<file path="src/rtl/serial_addsub.sv">
// Bit-serial two's-complement add/subtract: one full-adder cell plus a carry
// flop, one result bit per clock, framed by a start/busy/done handshake.

module serial_addsub_fa (
  input  logic a,
  input  logic b,
  input  logic ci,
  output logic s,
  output logic co
);
  assign s  = a ^ b ^ ci;
  assign co = (a & b) | (a & ci) | (b & ci);
endmodule

module serial_addsub #(
  parameter int WIDTH = 16
) (
  input  logic             clk,
  input  logic             rst_n,
  input  logic             start,
  input  logic             sub,
  input  logic [WIDTH-1:0] A,
  input  logic [WIDTH-1:0] B,
  output logic             busy,
  output logic             done,
  output logic [WIDTH-1:0] S,
  output logic             Cout,
  output logic             Ofl,
  output logic             Zero
);
  localparam int CW = (WIDTH > 2) ? $clog2(WIDTH) : 1;

  typedef enum logic [1:0] {IDLE, RUN, DONE} state_t;

  state_t           state, nxt;
  logic [WIDTH-1:0] opa, opb;
  logic             carry;
  logic [CW-1:0]    cnt;
  logic             bit_s, bit_co;
  logic             accept, last;
  logic [WIDTH-1:0] s_next;

  serial_addsub_fa u_fa (
    .a (opa[0]),
    .b (opb[0]),
    .ci(carry),
    .s (bit_s),
    .co(bit_co)
  );

  assign accept = start && (state != RUN);
  assign last   = (state == RUN) && (cnt == CW'(WIDTH - 1));
  assign s_next = {bit_s, S[WIDTH-1:1]};

  always_ff @(posedge clk or negedge rst_n) begin
    if (!rst_n) state <= IDLE;
    else        state <= nxt;
  end

  always_comb begin
    nxt = state;
    case (state)
      IDLE:    if (start) nxt = RUN;
      RUN:     if (last)  nxt = DONE;
      DONE:    nxt = start ? RUN : IDLE;
      default: nxt = IDLE;
    endcase
  end

  assign busy = (state != IDLE);
  assign done = (state == DONE);

  always_ff @(posedge clk or negedge rst_n) begin
    if (!rst_n) begin
      opa   <= '0;
      opb   <= '0;
      carry <= 1'b0;
      cnt   <= '0;
      S     <= '0;
      Cout  <= 1'b0;
      Ofl   <= 1'b0;
      Zero  <= 1'b0;
    end else if (accept) begin
      // Subtraction is A + ~B + 1: invert B and seed the carry with sub.
      opa   <= A;
      opb   <= sub ? ~B : B;
      carry <= sub;
      cnt   <= '0;
    end else if (state == RUN) begin
      opa   <= opa >> 1;
      opb   <= opb >> 1;
      carry <= bit_co;
      cnt   <= cnt + CW'(1);
      S     <= s_next;
      if (last) begin
        // carry still holds the carry into the MSB on this edge.
        Cout <= bit_co;
        Ofl  <= carry ^ bit_co;
        Zero <= (s_next == '0);
      end
    end
  end
endmodule

</file>
<file path="config.mk">
export PLATFORM = sky130hd
export DESIGN_NAME = serial_addsub
export DESIGN_NICKNAME = d
export VERILOG_FILES = /design/src/rtl/serial_addsub.sv
export SDC_FILE = /design/constraint.sdc
export NUM_CORES = 1
export LEC_CHECK = 0
export ABC_CLOCK_PERIOD_IN_PS = 2400
export CORE_ASPECT_RATIO = 0.8
export CORE_MARGIN = 2
export CORE_UTILIZATION = 31
export DETAILED_ROUTE_END_ITERATION = 8
export PLACE_DENSITY = 0.65
export SLEW_MARGIN = 15
export SYNTH_ARGS = -nofsm -noshare
export SYNTH_HDL_FRONTEND = slang
export SYNTH_SLANG_ARGS = --single-unit
</file>
<file path="constraint.sdc">
create_clock -name clk -period 2.4 [get_ports clk]
set_clock_uncertainty 0.05 [all_clocks]
set_input_delay 0.72 -clock clk [delete_from_list [all_inputs] [get_ports clk]]
set_output_delay 0.72 -clock clk [all_outputs]
set_load 0.03 [all_outputs]
</file>
==> results of run 1 <==
-- per-layer routing --
layer / global-route usage, % / vias up / wire, um
met1: 17.5 / 926 / 2740
met2: 20.8 / 33 / 2550
li1: - / 1005 / -
met4: 3.85 / 0 / 63
met5: 0 / - / 0
met3: 5.28 / 5 / 320
-- what timing repair did --
action                                  CTS  global route
endpoints found under the setup margin    1             1
resized for setup                         1             1
pin swaps                                 0             0
-- metrics by stage --
stage	std cells	worst slack [ns]	instance area, sq um	util (%)
after floorplan	270	0.766	2730	-
after global placement	426	0.344	3390	39.8
after detailed placement	426	0.335	3390	39.8
after CTS	441	0.0562	3580	42.0
after global routing	441	0.118	3580	42.0
final	441	0.170	3580	42.0
-- kinds of logic after synthesis --
family                   after synthesis
AO/OA/AOI/OAI                         38
XOR/XNOR                              18
adder cells (fa/ha/maj)                2
buffers and inverters                 20
flip-flops                            58
multiplexers                          36
AND/OR/NAND/NOR                       98
-- worst max path at each step --
stage / start / to / cells after the start
after floorplan: state[1] / done / 1
after global placement: state[1] / busy / 2
after detailed placement: state[1] / busy / 2
after CTS: state[1] / done / 2
after global routing: S[15] / S[15] / 1
final: S[15] / S[15] / 1
-- flip-flops by register name, indices dropped and copies added (netlist names) --
register / cells
opb: 16
Cout: 1
S: 16
carry: 1
Zero: 1
state: 2
opa: 16
Ofl: 1
cnt: 4
-- layout by cell type, fill, tap and decap left out, drive strengths merged, types with 2 or more instances in the layout --
cell type / n
clkbuf: 13
clkinv: 2
nor2b: 2
mux2i: 34
a21oi: 2
mux2: 2
xor2: 16
nand3: 3
xnor2: 2
o21ai: 34
clkdlybuf4s50: 52
nand2: 82
inv: 2
dfrtp: 58
buf: 8
nor4: 4
nor2: 2
-- power by group --
group          internal [mW]  switching (mW)  total, mW
combinational          0.642           0.880       1.52
clock                  0.478           0.363      0.841
sequential              1.37           0.285       1.66
total                   2.49            1.53       4.02
-- final cells by class --
| type | count | area share (%) |
|---|---|---|
| inverter | 2 | 0.210 |
| sequential | 58 | 40.5 |
| timing repair buffer | 62 | 17.7 |
| multi-input combinational | 192 | 32.4 |
| clock buffer | 13 | 4.99 |
| clock inverter | 2 | 0.279 |
| tap | 112 | 3.91 |
==> results.cfg, run 1 <==
[sta]
slew_headroom_pct = 56.8
timing.hold.ws_ns = 0.363
rsz0062_at_grt = false
final.min_clock_period_ns = 2.23
setup_tns_ns = 0
timing.fmax_mhz = 448
setup_viol = 0
worst_pin_slew_ns = 0.648
drv_slew = 0
hold_viol_final = 0
finalCritPeriodShare_pct = 92.9

[synthesis]
yosysSeqAreaShare_pct = 53.1
synth_xor_area_share_pct = 5.77
synth_area_sq_um = 2730
yosys-top-cells-count = nand2_1 (82), dfrtp_1 (58), mux2i_1 (34), o21ai_0 (34), xor2_1 (16)
yosysWarnings = 0
synth_top_family_by_area = simple AND/OR/NAND/NOR gates
muxShareOfSynthArea_pct = 13.4
synth_cells = 270
synth-compound-area-share_pct = 7.09
synth_top_cell_by_area = dfrtp_1
synth_adder_area_share_pct = 1.19
synth_area_leaders = dfrtp_1 (53%), mux2i_1 (12%), nand2_1 (11%)
synth_seq_cells = 58
ys.flop_type = dfrtp_1
ys_types = 28
postSynth.asyncResetShare_pct = 100
syn_avg_cell_area_sq_um = 10.1
syn_nets = 308
synth_edf_count = 0
synth_top_area_share_pct = 53.1
synth-simple-area-share_pct = 15.0
yosysMostFrequentCell = nand2_1

[drt]
drc = 0
vias = 1969
vias_per_cell = 4.46
drt-pass1-iter-count = 4
dr.first_iter.drc_count = 80
drt-total-wl_um = 5670
antenna_left = 0
wl_per_cell_um = 12.9

[floorplanning]
coreArea_sq_um = 8520
rows = 30
start_util_pct = 32.1
die_area_sq_um = 9590
die_h_um = 88.0
fp.dieW_um = 109
ios = 57

[global_routing]
antenna_found_initial = 0
grt_overflow = 0
grt_usage_pct = 13.4
grt_pass1_wl_um = 9830
grt_max_degree = 41
grt_pass1_vias = 2005

[critical_path]
r2r_slack_ns = 0.75
critPathKind = flop to output port
crit_fanout = 4
worstPathRequired_ns = 1.63
crit_path_cell_trace = clkdlybuf4s50_1
max_stage_delay_ns = 0.71
critPathCaptureType = output port
r2r-end = opa[2]
cp_data_arrival_time_ns = 1.46
slowest_stage = clkdlybuf4s50_1
path_buf_inv = 1
reg2reg_depth = 3
worstSetupStartpointType = flop
cpLargestDelayFamily = buffers and inverters
r2r-start = state[0]

[finish]
regArea_sq_um = 1450
drive_gt1_share_pct = 8.51
multi_input_area_sq_um = 1160
antennaDiodeCount = 0
final_nets = 363
area_delta_synth_final_pct = 31.0
fillers = 836

[clock_tree]
cts_inserted_buffers = 9
postCtsHoldBufs = 0
clock_latency_ns = 0.33
root_buffer = clkbuf_8
postCtsSetupBuffers = 0
clock_sinks = 58
cts_tree = done
clk_path_buf_depth = 2
clk_pin_slew_ns = 0.06
htreeDepth = 3

[placement]
gp_routability_congestion = 0.765
dp_hpwl_um = 3900
port_buffers = 56

[power_and_ir_drop]
p_total_mw = 4.02
leakagePower_nw = 1.70
ir_drop_v = 0.000335
power_density_nw_per_um2 = 1120

[outcome]
outcome = completed

[min_path]
hold_path.class = input port to async pin

[flow_run]
drv_cap = 0
(Power assumes the default switching activity.)
==> run 2: changes to the inputs <==
--- a/config.mk
+++ b/config.mk
@@ -6,6 +6,7 @@
 export NUM_CORES = 1
 export LEC_CHECK = 0
 export ABC_CLOCK_PERIOD_IN_PS = 2400
+export CAP_MARGIN = 20
 export CORE_ASPECT_RATIO = 0.8
 export CORE_MARGIN = 2
 export CORE_UTILIZATION = 31
==> constraint.sdc (replaced) <==
create_clock -name clk -period 2.4 [get_ports clk]
set_clock_uncertainty 0.05 [all_clocks]
set_input_delay 0.48 -clock clk [delete_from_list [all_inputs] [get_ports clk]]
set_output_delay 0.48 -clock clk [all_outputs]
set_load 0.03 [all_outputs]
==> run 2 against run 1 <==
Clock-buffer cell count fell by 3. Final cell count rose by 0.23%. First-iteration DRC count fell by 5.0%. Sequential cell count did not move. Worst hold slack got worse by 0.24 ns. Clock power rose by 17%. Power rose by 4.0%. Largest cell class unchanged. Largest power group unchanged.
==> results.cfg, run 2 (synthesized netlist as in run 1, its figures left out) <==
[placement]
place_inst = 427
port_buffers = 56
pre_cts_slack_ns = 0.574
gp_routability_congestion = 0.763
dp_hpwl_um = 3930

[clock_tree]
post_cts_resized = 0
clock_latency_ns = 0.33
htreeDepth = 3
cts_tree = done
clock_sinks = 58
clk_pin_slew_ns = 0.07
postCtsSetupBuffers = 0
root_buffer = clkbuf_8
cts_inserted_buffers = 9
postCtsHoldBufs = 0
clk_path_buf_depth = 2

[drt]
dr.first_iter.drc_count = 76
drc = 0
wl_per_cell_um = 12.9
vias = 1994
drt-total-wl_um = 5720
antenna_left = 0
drt-pass1-iter-count = 4
vias_per_cell = 4.51

[finish]
stdcell_count = 442
antennaDiodeCount = 0
fillers = 822
final_common_cell = nand2_1
reg_top3 = S (16), opa (16), opb (16)
mostFrequentLayoutCells = nand2_1 (82), dfrtp_1 (58), clkdlybuf4s50_1 (54)
drive_gt1_share_pct = 8.79
area_delta_synth_final_pct = 31.8
final_nets = 364

[global_routing]
grt_pass1_wl_um = 9470
grt_max_degree = 35
grt_pass1_vias = 1923
grt_overflow = 0
grt_usage_pct = 13.0
antenna_found_initial = 0

[critical_path]
slowest_stage = clkdlybuf4s50_1
cp_data_arrival_time_ns = 1.64
max_stage_delay_ns = 0.59
critPathCaptureType = output port
worstPathRequired_ns = 1.87
critPathKind = flop to output port
r2r-start = carry
worstSetupStartpointType = flop
crit_fanout = 4
r2r-end = Zero
reg2reg_depth = 4
crit_path_cell_trace = or2_2 > clkdlybuf4s50_1
r2r_slack_ns = 0.84

[sta]
finalCritPeriodShare_pct = 90.5
worst_pin_slew_ns = 0.643
drv_slew = 0
fin_ws_ns = 0.228
slew_headroom_pct = 57.1
timing.hold.ws_ns = 0.124
hold_viol_final = 0
setup_viol = 0
rsz0062_at_grt = false
setup_tns_ns = 0
final.min_clock_period_ns = 2.17
timing.fmax_mhz = 460

[outcome]
outcome = completed

[power_and_ir_drop]
ir_drop_v = 0.000344
leakagePower_nw = 1.70
power_density_nw_per_um2 = 1160

[min_path]
hold_path.class = input port to async pin

[floorplanning]
fp.dieW_um = 109
start_util_pct = 32.1
coreArea_sq_um = 8520
die_area_sq_um = 9590
die_h_um = 88.0
ios = 57
rows = 30

[flow_run]
drv_cap = 0
-- run 2: through the flow --
step	util (%)	total power [mW]	instance area, sq um
6_report	42.3	4.18	3600
5_1_grt	42.3	4.50	3600
4_1_cts	42.3	4.24	3600
3_5_place_dp	39.8	3.23	3390
3_3_place_gp	39.8	3.19	3390
2_1_floorplan	-	2.65	2730
-- run 2: worst max-delay path by stage --
stage / end / slack, ns / cells after the start / start
global placement: busy / 0.58 / 2 / state[1]
floorplan: Cout / 0.93 / 5 / cnt[0]
detailed placement: opb[12] / 0.57 / 5 / sub
finish: busy / 0.23 / 2 / state[1]
global route: busy / 0.14 / 2 / state[1]
CTS: busy / 0.20 / 2 / state[1]
-- run 2: power by group --
| part | leakage, nW | switching, mW | internal, mW |
|---|---|---|---|
| logic | 0.844 | 0.878 | 0.652 |
| registers | 0.741 | 0.290 | 1.37 |
| clock network | 0.112 | 0.382 | 0.605 |
| total | 1.70 | 1.55 | 2.63 |
-- run 2: critical path, delay by kind of cell, from the launching register on --
| family | cells | cell delay [ns] |
|---|---|---|
| flip-flops | 1 | 0.42 |
| buffers and inverters | 1 | 0.59 |
| AND/OR/NAND/NOR | 1 | 0.30 |
-- run 2: layout make-up --
class | count | area, sq um | share of cell area (%)
clock buffers | 10 | 138 | 3.82
clock inverters | 5 | 78.8 | 2.19
inverters | 2 | 7.51 | 0.208
multi-input cells | 192 | 1160 | 32.2
flip-flops and latches | 58 | 1450 | 40.3
well taps | 112 | 140 | 3.89
repair buffers | 63 | 628 | 17.4
-- run 2: layer usage --
metal,wire length [um],vias to the layer above,track usage (%)
li1,-,999,-
met1,2870,959,17.5
met2,2520,34,19.5
met3,304,2,5.43
met4,23,0,3.15
met5,0,-,0
